## config.mk

```make
export PLATFORM = sky130hd
export DESIGN_NAME = frame_state_snapshot
export DESIGN_NICKNAME = d
export VERILOG_FILES = /design/src/rtl/frame_state_snapshot.sv
export SDC_FILE = /design/constraint.sdc
export NUM_CORES = 1
export LEC_CHECK = 0
export CORE_ASPECT_RATIO = 1.2
export CORE_MARGIN = 3
export CORE_UTILIZATION = 36
export DETAILED_ROUTE_END_ITERATION = 8
export PLACE_DENSITY = 0.68
export SLEW_MARGIN = 10
export SYNTH_ARGS = -nofsm -noshare
export SYNTH_HDL_FRONTEND = slang
export SYNTH_SLANG_ARGS = --single-unit
export TNS_END_PERCENT = 10
```

## constraint.sdc

```tcl
create_clock -name clk -period 2 [get_ports clk]
set_input_delay 0.3 -clock clk [delete_from_list [all_inputs] [get_ports clk]]
set_output_delay 0.3 -clock clk [all_outputs]
set_load 0.005 [all_outputs]
```

## src/rtl/frame_state_snapshot.sv

```systemverilog
// frame_state_snapshot
// Pixel-clock divider plus a once-per-frame snapshot of packed game state.
// The renderer only ever sees state_out, which changes on a single clk edge
// per frame (or every clk in the transparent legacy mode), so a frame never
// mixes old and new positions/scores. Change flags, a frame counter, a freeze
// mode and a saturating missed-capture counter ride along with the snapshot.

module frame_state_snapshot #(
    parameter int NUM_CH    = 8,
    parameter int CH_W      = 19,
    parameter int CLK_DIV   = 2,
    parameter int SNAP_MODE = 0,
    parameter int FC_W      = 16
) (
    input  logic                   clk,
    input  logic                   rst,
    input  logic                   vblank_in,
    input  logic                   freeze,
    input  logic [NUM_CH*CH_W-1:0] state_in,
    output logic [NUM_CH*CH_W-1:0] state_out,
    output logic [NUM_CH-1:0]      changed,
    output logic                   snap_pulse,
    output logic [FC_W-1:0]        frame_count,
    output logic [7:0]             missed,
    output logic                   vga_clk
);

    localparam int              SW       = NUM_CH * CH_W;
    localparam logic [7:0]      DIV_LAST = 8'(CLK_DIV - 1);
    localparam logic [7:0]      CNT_ONE  = 8'd1;
    localparam logic [7:0]      MISS_MAX = 8'hFF;
    localparam logic [FC_W-1:0] FC_ONE   = FC_W'(1);

    // Per-channel inequality between the live state and the held snapshot.
    function automatic logic [NUM_CH-1:0] diff_channels(
        input logic [SW-1:0] live_v,
        input logic [SW-1:0] held_v
    );
        logic [NUM_CH-1:0] diff_v;
        diff_v = {NUM_CH{1'b0}};
        for (int ch = 0; ch < NUM_CH; ch++) begin
            diff_v[ch] = (live_v[ch*CH_W +: CH_W] != held_v[ch*CH_W +: CH_W]);
        end
        return diff_v;
    endfunction

    logic [7:0]        div_cnt_q,  div_cnt_d;
    logic              vga_clk_q,  vga_clk_d;
    logic              vblank_q,   vblank_d;
    logic [SW-1:0]     state_q,    state_d;
    logic [NUM_CH-1:0] changed_q,  changed_d;
    logic              snap_q,     snap_d;
    logic [FC_W-1:0]   fc_q,       fc_d;
    logic [7:0]        missed_q,   missed_d;

    logic              vb_rise_s;
    logic              cap_s;

    // Edge detect on vblank and the capture decision for the selected mode.
    always_comb begin
        vb_rise_s = vblank_in & ~vblank_q;
        cap_s     = 1'b0;
        if (SNAP_MODE != 0) begin
            cap_s = ~freeze;
        end else begin
            cap_s = vb_rise_s & ~freeze;
        end
    end

    // Next-state for divider, snapshot, flags and counters.
    always_comb begin
        div_cnt_d = div_cnt_q;
        vga_clk_d = 1'b0;
        vblank_d  = vblank_in;
        state_d   = state_q;
        changed_d = changed_q;
        snap_d    = 1'b0;
        fc_d      = fc_q;
        missed_d  = missed_q;

        if (div_cnt_q == DIV_LAST) begin
            div_cnt_d = 8'd0;
            vga_clk_d = 1'b1;
        end else begin
            div_cnt_d = div_cnt_q + CNT_ONE;
            vga_clk_d = 1'b0;
        end

        if (cap_s) begin
            state_d   = state_in;
            changed_d = diff_channels(state_in, state_q);
            snap_d    = 1'b1;
        end else begin
            snap_d    = 1'b0;
        end

        if (vb_rise_s) begin
            fc_d = fc_q + FC_ONE;
        end else begin
            fc_d = fc_q;
        end

        // A frozen vblank edge is a dropped capture; the count sticks at 255.
        if (vb_rise_s && freeze && (missed_q != MISS_MAX)) begin
            missed_d = missed_q + CNT_ONE;
        end else begin
            missed_d = missed_q;
        end
    end

    // State registers; reset wins over any capture in the same cycle.
    always_ff @(posedge clk) begin
        if (rst) begin
            div_cnt_q <= 8'd0;
            vga_clk_q <= 1'b0;
            vblank_q  <= 1'b0;
            state_q   <= {SW{1'b0}};
            changed_q <= {NUM_CH{1'b0}};
            snap_q    <= 1'b0;
            fc_q      <= {FC_W{1'b0}};
            missed_q  <= 8'd0;
        end else begin
            div_cnt_q <= div_cnt_d;
            vga_clk_q <= vga_clk_d;
            vblank_q  <= vblank_d;
            state_q   <= state_d;
            changed_q <= changed_d;
            snap_q    <= snap_d;
            fc_q      <= fc_d;
            missed_q  <= missed_d;
        end
    end

    assign state_out   = state_q;
    assign changed     = changed_q;
    assign snap_pulse  = snap_q;
    assign frame_count = fc_q;
    assign missed      = missed_q;
    assign vga_clk     = vga_clk_q;

endmodule

```

Yosys cells after proc, flatten, opt, wreduce, memory -nomap -nowiden
Index checks and enable logic that the tools add are counted.
{"block": "totals", "register_bits": 195, "input_bits": 156, "output_inout_bits": 186}
{"block": "classes", "addsub": 3, "n_eq_ne": 10, "n_mux": 2, "bitwise_logic": 4, "n_reduce_logical": 3}
{"operator": "$ne A19 B19 Y1", "count": 8}
{"operator": "$add A16 B1 Y16 const B", "count": 1}
{"operator": "$add A8 B1 Y8 const B", "count": 2}
{"operator": "$eq A8 B1 Y1 const B", "count": 1}
{"operator": "$ne A8 B8 Y1 const B", "count": 1}
{"operator": "$and A1 B1 Y1", "count": 2}
{"operator": "$logic_and A1 B1 Y1", "count": 2}
{"operator": "$mux W1", "count": 2}
{"operator": "$not A1 Y1", "count": 2}
{"operator": "$reduce_or A2 Y1", "count": 1}

Depth between registers and ports, before layout
{"block": "depth", "word_depth": 4, "ltp_mapped": 7}

Least setup slack after synthesis
No wires, ideal clock.
{"block": "synth_timing", "path_type": "register -> register", "start": "register missed_q[0] (netlist: missed[0])", "end": "register missed_q[4] (netlist: missed[4])", "setup_ps": 59, "t_arrival_ps": 1358, "slack_ps": 583, "path_stages_with_launch": 6, "path_buffers": 0, "synth_period_minus_slack_ps": 1417, "path_cell_list": "dfxtp_1 -> ha_1 -> nand4_1 -> o21bai_2 -> or4_1 -> nand2_1"}
{"block": "synth_via", "elab_chain_cells": 2, "word_cells_on_any_way": 3, "cone_classes": "1 x add/sub; 1 x eq/ne; 1 x reduce/logical"}
{"element": "start: declaration", "line": "54", "text": "logic [7:0] missed_q, missed_d;"}
{"element": "start signal: assignment", "line": "130", "text": "missed_q <= missed_d;"}
{"element": "parallel branches: the longest is 2 deep, another holds $add A8 B1 Y8"}
Parallel ways; which one is timed is not known.
A chain may end at the register's enable or synchronous reset.

Final worst setup path
{"block": "layout_timing", "start": "register missed_q[2] (netlist: missed[2])", "end": "output port missed[2]"}
{"element": "end: declaration", "line": "24", "text": "output logic [7:0] missed,"}
No word-level cell between the ends.

==> impl_metrics.py <==
metrics = {
    "sta": {
        "worstMarginPinSlew_ps": 589,
        "layout_setup_ws_ps": 256,
        "skew_ps": 13.3,
        "hold_ws_ps": 305,
        "grt_setup_unrepaired": "no",
        "slew_violations": 0,
        "slew_headroom": 0.607,
        "final.min_clock_period_ps": 1740,
        "fin_tns_setup_ps": 0,
        "fin_crit_sh": 0.872,
        "max_freq_mhz": 573,
        "hold_viol": 0,
        "setup_viol": 0,
    },
    "power": {
        "cellLeakagePower_nw": 4.49,
        "vdd_drop_max_mv": 0.516,
        "finalPower_w": 0.00899,
        "power_density_nw_per_um2": 684,
    },
    "clock_tree": {
        "ctsResizeCount": 0,
        "clk_pin_slew_ps": 80,
        "clk_path_buf_depth": 2,
        "cts_tree": "yes",
        "cts_buffers": 17,
        "cts.sinks": 195,
        "cts-htree-levels": 4,
        "insertion_delay_ps": 430,
        "cts_root_buffer": "clkbuf_16",
        "cts_setup_buffers": 0,
        "cts_hold_buf": 0,
    },
    "synth": {
        "synth_warnings": 0,
        "syn_nets": 1214,
        "ys_types": 39,
        "synth_area_sq_um": 8640,
        "ys.flop_type": "dfxtp_1",
        "synth_edf_count": 0,
        "synthCells": 1054,
        "syn_area_per_cell_sq_um": 8.20,
        "synth-seq-area-share": 0.452,
        "async_reset_ff_frac": 0,
        "ys_ff_latch": 195,
    },
    "die": {
        "io_pins": 342,
        "row_count": 61,
        "dieWidth_microns": 147,
        "core_sq_um": 23400,
        "dieArea_sq_um": 25900,
        "initial_core_util": 0.369,
        "die_h_microns": 176,
    },
    "critical_path": {
        "r2r_start": "missed[0]",
        "cp.required_ps": 1700,
        "worstSetupEndpointType": "primary output",
        "crit_fanout": 6,
        "worst-path-buf-inv": 1,
        "max_stage_delay_ps": 560,
        "worstPathArrival_ps": 1440,
        "startpoint_type": "register",
        "crit_family": "buffers and inverters",
        "critical_path_class": "reg2out",
        "cp_cell_sequence": "clkdlybuf4s50_1",
        "critPathLaunch": "missed[2]",
        "cp_slowest_cell": "clkdlybuf4s50_1",
    },
    "grt": {
        "grt_pass1_vias": 7918,
        "grt_util_all_layers": 0.204,
        "overflow": 0,
        "grt_max_degree": 68,
        "antenna_found_initial": 0,
        "grt_pass1_wl_microns": 42500,
    },
    "routing": {
        "drtPass1Iterations": 4,
        "top_layer": "met4",
        "drt-met1-wl_microns": 11300,
        "wl_per_cell_microns": 15.9,
        "ant_nets": 0,
        "via_per_inst": 4.82,
        "wl_met2_microns": 13800,
        "wirelength_microns": 27200,
        "drtIter0Drc": 330,
        "wl_met3_microns": 1740,
        "route.detailed.drc": 0,
        "num_vias": 8281,
    },
    "finish": {
        "antenna_cells": 0,
        "fin_nets": 1550,
        "post-route-util": 0.561,
        "syn_to_final_growth_pct": 52.1,
        "n_fill_cell": 2162,
        "drive_above_1_share": 0.0514,
    },
    "place": {
        "dp_hpwl_microns": 20700,
        "portBuffers": 341,
        "place_congestion": 0.855,
        "pre_cts_slack_ps": 41.4,
    },
    "worst_hold_path": {
        "hold_path_class": "in2reg",
        "min_from": "rst",
    },
    "run": {
        "drv_cap": 0,
    },
    "status": {
        "status": "finished, final reports clean",
    },
}
[flip-flops by register name, summed over array words and instances, names as in the netlist]
name	count
missed	8
vga_clk	1
changed	8
state_out	152
snap_pulse	1
frame_count	16
vblank_q	1
div_cnt_q	8
[through the flow]
stage	cell area (sq um)	cells
global route	13100	1717
detailed placement	12600	1686
global placement	12600	1686
finish	13100	1717
CTS	13100	1717
floorplan	8640	1054
[routing by layer]
metal  global-route usage  vias to the layer above
met2                0.361                      230
met3               0.0542                       26
met5                    0                        -
met4               0.0501                        0
li1                     -                     4156
met1                0.247                     3869
[power by group]
group / leakage (nW) / internal [W] / total, W / switching [W]
Combinational: 2.62 / 0.000868 / 0.00148 / 0.000612
Clock: 0.274 / 0.00171 / 0.00332 / 0.00161
Sequential: 1.59 / 0.00404 / 0.00419 / 0.000149
Total: 4.49 / 0.00661 / 0.00899 / 0.00238
[cells in the mapped netlist, types with 2 or more instances]
library cell | n | area share
or4_1 | 3 | 0.0026
nand3_1 | 11 | 0.0064
and4_1 | 3 | 0.0030
a31oi_1 | 7 | 0.0051
or3_1 | 2 | 0.0014
o21bai_1 | 6 | 0.0052
buf_4 | 12 | 0.010
nor4_1 | 9 | 0.0065
nand4_1 | 41 | 0.030
nor3_1 | 9 | 0.0052
ha_1 | 4 | 0.0058
xnor2_1 | 140 | 0.14
nor2b_1 | 3 | 0.0022
a21oi_1 | 157 | 0.091
and3_1 | 5 | 0.0036
a311oi_1 | 3 | 0.0030
xor2_1 | 31 | 0.031
inv_1 | 3 | 0.0013
buf_2 | 17 | 0.0098
nor2_1 | 32 | 0.014
nand2_1 | 311 | 0.14
clkbuf_1 | 28 | 0.012
dfxtp_1 | 195 | 0.45
nand2b_1 | 4 | 0.0029
o21ai_0 | 4 | 0.0023
[cell usage in the layout, fill, tap and decap left out, types with 12 or more instances in the layout]
cell type,n
a21oi_1,157
buf_12,12
buf_4,22
clkbuf_16,17
clkdlybuf4s50_1,340
dfxtp_1,195
nand2_1,311
nand4_1,41
nor2_1,32
xnor2_1,140
xor2_1,31
[worst paths after layout]
check,end,slack [ps],cells after the start
max,missed[2],260,1
max reg2reg,missed[1],400,6
min reg2reg,state_out[150],480,2
min,missed[1],300,2
[kinds of logic (layout without fill, tap and decap cells)]
group	after synthesis	in the layout	share of synthesized area
buffers and inverters	61	409	0.0350
multiplexers	2	2	0.00246
adder cells (fa/ha/maj)	4	4	0.00579
XOR/XNOR	171	171	0.173
flip-flops	195	195	0.452
AO/OA/AOI/OAI	182	182	0.112
AND/OR/NAND/NOR	439	439	0.220
[area by class of cell]
type / count / area, sq um / area share
Multi-Input combinational cell: 798 / 4450 / 0.338
Inverter: 3 / 11.3 / 0.000857
Timing Repair Buffer: 375 / 3820 / 0.291
Sequential cell: 195 / 3900 / 0.297
Clock inverter: 12 / 113 / 0.00857
Tap cell: 315 / 394 / 0.0300
Clock buffer: 19 / 453 / 0.0345
Power figures use the tool's default switching activity.
